===== src/rtl/job_loader.sv =====
// Bcrypt job loader: deserialises a cost/salt/key frame from a narrow chunk
// stream, validates the cost, and issues a one-cycle start pulse to the core.
module job_loader #(
    parameter int DATA_W   = 8,
    parameter int SALT_W   = 128,
    parameter int KEY_W    = 576,
    parameter int COST_W   = 6,
    parameter int COST_MIN = 4,
    parameter int COST_MAX = 31
) (
    input  logic              clk,
    input  logic              int_rst_l,
    input  logic [DATA_W-1:0] in_data,
    input  logic              in_valid,
    output logic              in_ready,
    input  logic              done,
    output logic              start,
    output logic [63:0]       cost_a,
    output logic [KEY_W-1:0]  salt_c,
    output logic [KEY_W-1:0]  key_c,
    output logic              busy,
    output logic              err
);

    localparam int NS    = SALT_W / DATA_W;
    localparam int NK    = KEY_W / DATA_W;
    localparam int N_MAX = (NK >= NS) ? NK : NS;
    localparam int CNT_W = (N_MAX > 1) ? $clog2(N_MAX) : 1;
    localparam logic [CNT_W-1:0] NS_LAST = CNT_W'(NS - 1);
    localparam logic [CNT_W-1:0] NK_LAST = CNT_W'(NK - 1);

    typedef enum logic [2:0] {
        IDLE  = 3'd0,
        SALT  = 3'd1,
        KEY   = 3'd2,
        START = 3'd3,
        RUN   = 3'd4,
        DRAIN = 3'd5
    } state_t;

    state_t             state;
    logic [CNT_W-1:0]   cnt;
    logic [COST_W-1:0]  cost;
    logic [SALT_W-1:0]  salt_asm;
    logic [KEY_W-1:0]   key_asm;
    logic               drain_key;
    logic               xfer;
    logic [COST_W-1:0]  in_cost;
    logic               cost_ok;

    // Bit i from the top of the result takes salt bit (i mod SALT_W) from the top.
    function automatic logic [KEY_W-1:0] expand_salt(input logic [SALT_W-1:0] s);
        logic [KEY_W-1:0] r;
        r = '0;
        for (int i = 0; i < KEY_W; i++) begin
            r[KEY_W-1-i] = s[SALT_W-1-(i % SALT_W)];
        end
        return r;
    endfunction

    assign xfer    = in_valid & in_ready;
    assign in_cost = in_data[COST_W-1:0];
    assign cost_ok = (32'(in_cost) >= 32'(COST_MIN)) && (32'(in_cost) <= 32'(COST_MAX));

    // Frame sequencer; all outputs registered. Drain counts salt then key chunks.
    always_ff @(posedge clk or posedge int_rst_l) begin
        if (int_rst_l) begin
            state     <= IDLE;
            cnt       <= '0;
            cost      <= '0;
            salt_asm  <= '0;
            key_asm   <= '0;
            drain_key <= 1'b0;
            in_ready  <= 1'b0;
            start     <= 1'b0;
            busy      <= 1'b0;
            err       <= 1'b0;
            cost_a    <= 64'd0;
            salt_c    <= '0;
            key_c     <= '0;
        end else begin
            start <= 1'b0;
            case (state)
                IDLE: begin
                    in_ready <= 1'b1;
                    if (xfer) begin
                        cost      <= in_cost;
                        cnt       <= '0;
                        drain_key <= 1'b0;
                        if (cost_ok) begin
                            err   <= 1'b0;
                            state <= SALT;
                        end else begin
                            err   <= 1'b1;
                            state <= DRAIN;
                        end
                    end
                end
                SALT: begin
                    if (xfer) begin
                        salt_asm <= (salt_asm << DATA_W) | SALT_W'(in_data);
                        if (cnt == NS_LAST) begin
                            cnt   <= '0;
                            state <= KEY;
                        end else begin
                            cnt <= cnt + CNT_W'(1);
                        end
                    end
                end
                KEY: begin
                    if (xfer) begin
                        key_asm <= (key_asm << DATA_W) | KEY_W'(in_data);
                        if (cnt == NK_LAST) begin
                            cnt      <= '0;
                            start    <= 1'b1;
                            in_ready <= 1'b0;
                            state    <= START;
                        end else begin
                            cnt <= cnt + CNT_W'(1);
                        end
                    end
                end
                START: begin
                    cost_a <= 64'd1 << cost;
                    salt_c <= expand_salt(salt_asm);
                    key_c  <= key_asm;
                    busy   <= 1'b1;
                    state  <= RUN;
                end
                RUN: begin
                    if (done) begin
                        busy     <= 1'b0;
                        in_ready <= 1'b1;
                        state    <= IDLE;
                    end
                end
                DRAIN: begin
                    if (xfer) begin
                        if (!drain_key) begin
                            if (cnt == NS_LAST) begin
                                cnt       <= '0;
                                drain_key <= 1'b1;
                            end else begin
                                cnt <= cnt + CNT_W'(1);
                            end
                        end else begin
                            if (cnt == NK_LAST) begin
                                cnt       <= '0;
                                drain_key <= 1'b0;
                                state     <= IDLE;
                            end else begin
                                cnt <= cnt + CNT_W'(1);
                            end
                        end
                    end
                end
                default: begin
                    state    <= IDLE;
                    cnt      <= '0;
                    in_ready <= 1'b0;
                    busy     <= 1'b0;
                end
            endcase
        end
    end

endmodule


===== config.mk =====
export PLATFORM = sky130hd
export DESIGN_NAME = job_loader
export DESIGN_NICKNAME = d
export VERILOG_FILES = /design/src/rtl/job_loader.sv
export SDC_FILE = /design/constraint.sdc
export NUM_CORES = 2
export LEC_CHECK = 0
export ABC_CLOCK_PERIOD_IN_PS = 158500
export BUFFER_PORTS_ARGS = -buffer_cell sky130_fd_sc_hd__buf_2
export CORE_AREA = 2 2 480 482
export DETAILED_ROUTE_END_ITERATION = 12
export DIE_AREA = 0 0 482 484
export PLACE_DENSITY = 0.45
export SLEW_MARGIN = 20
export SYNTH_ARGS = -nofsm -noshare
export SYNTH_HDL_FRONTEND = slang
export SYNTH_SLANG_ARGS = --single-unit

===== constraint.sdc =====
create_clock -name clk -period 158.5 [get_ports clk]
set_input_delay 23.775 -clock clk [delete_from_list [all_inputs] [get_ports clk]]
set_output_delay 23.775 -clock clk [all_outputs]
set_load 0.02 [all_outputs]

# Word-level counts from Yosys, hierarchy flattened
# Index checks and enable logic that the tools add are counted.
# word_totals
register_bits	1941
output_inout_bits	1220
inputBits	12
# op_classes
order_cmp	2
eq_ne	16
reduce_logical	14
bitwise_logic	6
add_sub_neg	1
mux	35
shift	1
# op_table
op	count
bitwise OR 576 x 8 -> 576 bit	1
bitwise OR 128 x 8 -> 128 bit	1
left shift 1 x 6 -> 64 bit (first input constant)	1
2-to-1 mux 7 bit	7
one-hot mux 7 bit (5 select lines)	1
2-to-1 mux 3 bit	10
inequality test 2 bit (second input constant)	9
one-hot mux 3 bit (6 select lines)	1
2-to-1 mux 1 bit	13
AND reduction 9 bit	1
AND reduction 2 bit	4
adder 7 x 1 -> 7 bit (second input constant)	1
== test 7 x 4 -> 1 bit (second input constant)	1
== test 7 bit (second input constant)	1
== test 3 x 2 -> 1 bit (second input constant)	2
== test 3 bit (second input constant)	2
greater-or-equal comparator 6 x 3 -> 1 bit (second input constant)	1
<= comparator 6 x 5 -> 1 bit (second input constant)	1
AND reduction 5 bit	1
one-hot mux 1 bit (4 select lines)	1
AND reduction 4 bit	1
OR reduction 4 bit	1
== test 3 x 1 -> 1 bit (second input constant)	1
zero test 3 bit	1
other kinds (9)	11

# Logic depth before layout (Yosys ltp)
# depth
depth_word	5
mapped_depth	8

# Worst setup path before layout
# OpenSTA, ideal clock, no wires.
# synth_path
path_kind	input-to-reg
from	in in_valid
to	reg key_asm[100]
required_time_ns	158.375
arrival_ns	24.996
path_buffers	3
setup_slack_ns	133.379
cell_stages	6
cell_sequence	and2_1 > nand3_1 > buf_2 > clkbuf_1 > buf_2 > mux2_2
# synth_via
elab_chain_len	2
# synth_lines
item	line_no	text
from (decl)	14	input logic in_valid,
AND 1 bit	61	assign xfer = in_valid & in_ready;
AND reduction 2 bit (no line)	n/a	
to (signal assigned)	112	key_asm <= (key_asm << DATA_W) | KEY_W'(in_data);
to (decl)	45	logic [KEY_W-1:0] key_asm;
# Every way passes these cells.
# A chain may end at the register's enable or synchronous reset.

==> impl_metrics.env <==
export IMPL_antenna_left=0
export IMPL_setup_tns_ns=0
export IMPL_power_density_nw_per_um2=14.79
export IMPL_drv_slew=0
export IMPL_ir_drop_uv=8.418
export IMPL_wl_um=195500
export IMPL_grt_pass1_vias=38690
export IMPL_p_switching_w=0.0003434
export IMPL_end_kind="asynchronous set/reset pin"
export IMPL_grtUsageTotal_pct=16.33
export IMPL_grt_ovfl_total=0
export IMPL_worstMarginPinSlew_ns=1.162
export IMPL_setup_viol=0
export IMPL_relSlewSlack_pct=22.55
export IMPL_cp_max_fo=132
export IMPL_holdPathStages=2
export IMPL_crit_path_start_kind="input pin"
export IMPL_start_util_pct=25.87
export IMPL_drtIter0Drc=2287
export IMPL_numCtsBuffers=168
export IMPL_drt_wirelength_per_cell_um=21.35
export IMPL_yosys_warnings=0
export IMPL_ys_top_cells_by_area="dfrtp_1 63%, nand2_1 14%, mux2_2 14%, buf_4 5.7%, buf_2 1.2%"
export IMPL_drive_above_1_share_pct=36.97
export IMPL_multi_input_area_um2=17310
export IMPL_dp_hpwl_um=136800
export IMPL_intPower_w=0.0007031
export IMPL_synth_avg_cell_area_um2=11.27
export IMPL_timing_fmax_mhz=36.39
export IMPL_drc=0
export IMPL_nNetsFinal=6007
export IMPL_finalPower_w=0.001047
export IMPL_die_area_um2=233300
export IMPL_synth_edff_count=0
export IMPL_place_gp_congestion=0.8332
export IMPL_synth_flop_cell="dfrtp_1"
export IMPL_core_um2=228600
export IMPL_rr_worst_depth=8
export IMPL_leakagePower_nw=40.69
export IMPL_async_reset_ff_share_pct=100.0
export IMPL_htree_levels=4
export IMPL_area_growth_pct=19.63
export IMPL_instances_no_fill=9155
export IMPL_ys_ff_latch=1493
export IMPL_ios=1232
export IMPL_dr_pass1_iters=5
export IMPL_die_h_um=484
export IMPL_synthDominantCellAreaShare_pct=63.18
export IMPL_cp_required_ns=159.34
export IMPL_finish_utilization_pct=30.95
export IMPL_pwr_share_seq_pct=43.9
export IMPL_seq_area_um2=37360
export IMPL_vias=39160
export IMPL_grt_max_degree=211
export IMPL_cts_tree="built"
export IMPL_synth_cell_type_count=48
export IMPL_mappedNetlistArea_um2=59140
export IMPL_worstSetupPathType="input pin to asynchronous set/reset pin"
export IMPL_finalInstanceArea_um2=70750
export IMPL_p_comb_share_pct=17.8
export IMPL_rsz0062_at_grt="false"
export IMPL_arrival_ns=28.32
export IMPL_syn_num_nets=5261
export IMPL_yosysMostFrequentCell="nand2_1"
export IMPL_cts_hold_buf=0
export IMPL_post_drt_via_cell_ratio=4.278
export IMPL_synth_top_cell_by_area="dfrtp_1"
export IMPL_cts_clk_slew_worst_paths_ns=0.06
export IMPL_cts_setup_buffers=0
export IMPL_die_w_um=482
export IMPL_switching_share_pct=32.82
export IMPL_cts_root_buffer="clkbuf_16"
export IMPL_cts_max_path_buffers=3
export IMPL_dpl_cell_count=8850
export IMPL_min_path_type="flop to flop"
export IMPL_min_period_ns=27.48
export IMPL_rows=176
export IMPL_clock_sinks=1493
export IMPL_hold_viol_final=0
export IMPL_status="complete, no violations"
export IMPL_grt_pass1_wl_um=280100
export IMPL_yosysSeqAreaShare_pct=63.18
export IMPL_synthTopCellsByCount="2166 x nand2_1, 1493 x dfrtp_1, 711 x mux2_2"
export IMPL_antenna_found_initial=8
export IMPL_cts_resized=0
export IMPL_port_buffers=1231
export IMPL_period_share_pct=17.34
export IMPL_final_fill_count=23640
export IMPL_syn_inst=5248
export IMPL_clkLatencyLatePin_ns=0.82
export IMPL_place_area_um2=65070
export IMPL_cap_violations=0
export IMPL_p_clk_share_pct=38.3
export IMPL_finalClockSkew_ns=0.02699
-- metrics by stage --
step                      hold WS [ns]  worst slack [ns]
after detailed placement        0.4548            129.73
after floorplan                 0.4331             92.61
after global routing            0.4854            130.34
after global placement          0.4472            129.82
final                           0.4607            131.02
after CTS                       0.4645            130.63
-- worst max-delay path, stage by stage --
cell and delay [ns]:
buf_2 0.13, inv_8 0.62, buf_4 0.78, buf_4 0.66, buf_4 0.76, buf_4 0.59, buf_4 0.73
-- path summary, 6_finish.rpt --
check,startpoint,endpoint,slack [ns]
max in group clk,in_valid,key_asm[246],131.49
setup / recovery,int_rst_l,key_asm[76],131.02
min in group asynchronous,int_rst_l,cost_a[32],23.19
hold reg to reg,key_asm[574],key_c[574],0.46
hold / removal,key_asm[574],key_c[574],0.46
setup reg to reg,state[1],salt_c[447],153.75
-- layout by cell type, fill, tap and decap left out, types with 18 or more instances in the layout --
cell / instances
nor2_1: 18
clkbuf_8: 37
clkbuf_1: 37
mux2_2: 711
clkbuf_16: 171
dfrtp_1: 1493
buf_2: 1231
buf_4: 37
a22o_1: 24
o21ai_0: 33
nand2_1: 2166
-- cell type report --
type	count	share of cell area, %
multi-input cells	3047	24.47
clock inverters	50	1.005
repair buffers	1276	9.315
diodes	10	0.03537
well taps	3026	5.352
inverters	8	0.05306
flip-flops and latches	1493	52.81
clock buffers	245	6.965
-- layer usage --
| metal | global-route usage, % | wire (um) | part of all wire (%) | up-vias |
|---|---|---|---|---|
| met5 | 0 | 0 | 0 | - |
| met4 | 5.833 | 6853 | 3.5 | 0 |
| met3 | 3.033 | 9227 | 4.7 | 233 |
| met2 | 27.29 | 95760 | 49 | 1097 |
| met1 | 21.01 | 83650 | 43 | 19960 |
| li1 | - | - | - | 17870 |
-- flip-flops by register name (all words and copies together), names as in the netlist, 3 cells and up --
register,flops
cost_a,64
cost,6
state,3
key_asm,576
key_c,576
cnt,7
salt_asm,128
salt_c,128
-- logic make-up (layout without fill, tap and decap cells) --
| logic type | after synthesis | in the layout | share of synthesized area [%] |
|---|---|---|---|
| mux | 713 | 713 | 13.58 |
| fa+ha+maj | 1 | 1 | 0.02115 |
| compound gates | 100 | 100 | 1.206 |
| simple gates | 2232 | 2232 | 14.36 |
| xor+xnor | 1 | 1 | 0.01481 |
| flops | 1493 | 1493 | 63.18 |
| buf+inv | 708 | 1579 | 7.638 |
| other cells | 0 | 10 | 0 |
-- power groups by stage --
stage	clock network (W)	logic, W	registers (W)
2_1_floorplan	0	0.000144	0.000452
3_3_place_gp	0	0.000189	0.000467
3_5_place_dp	0	0.000189	0.000468
4_1_cts	0.000415	0.000190	0.000461
5_1_grt	0.000430	0.000201	0.000463
6_report	0.000401	0.000186	0.000459
Power figures use the tool's default switching activity.
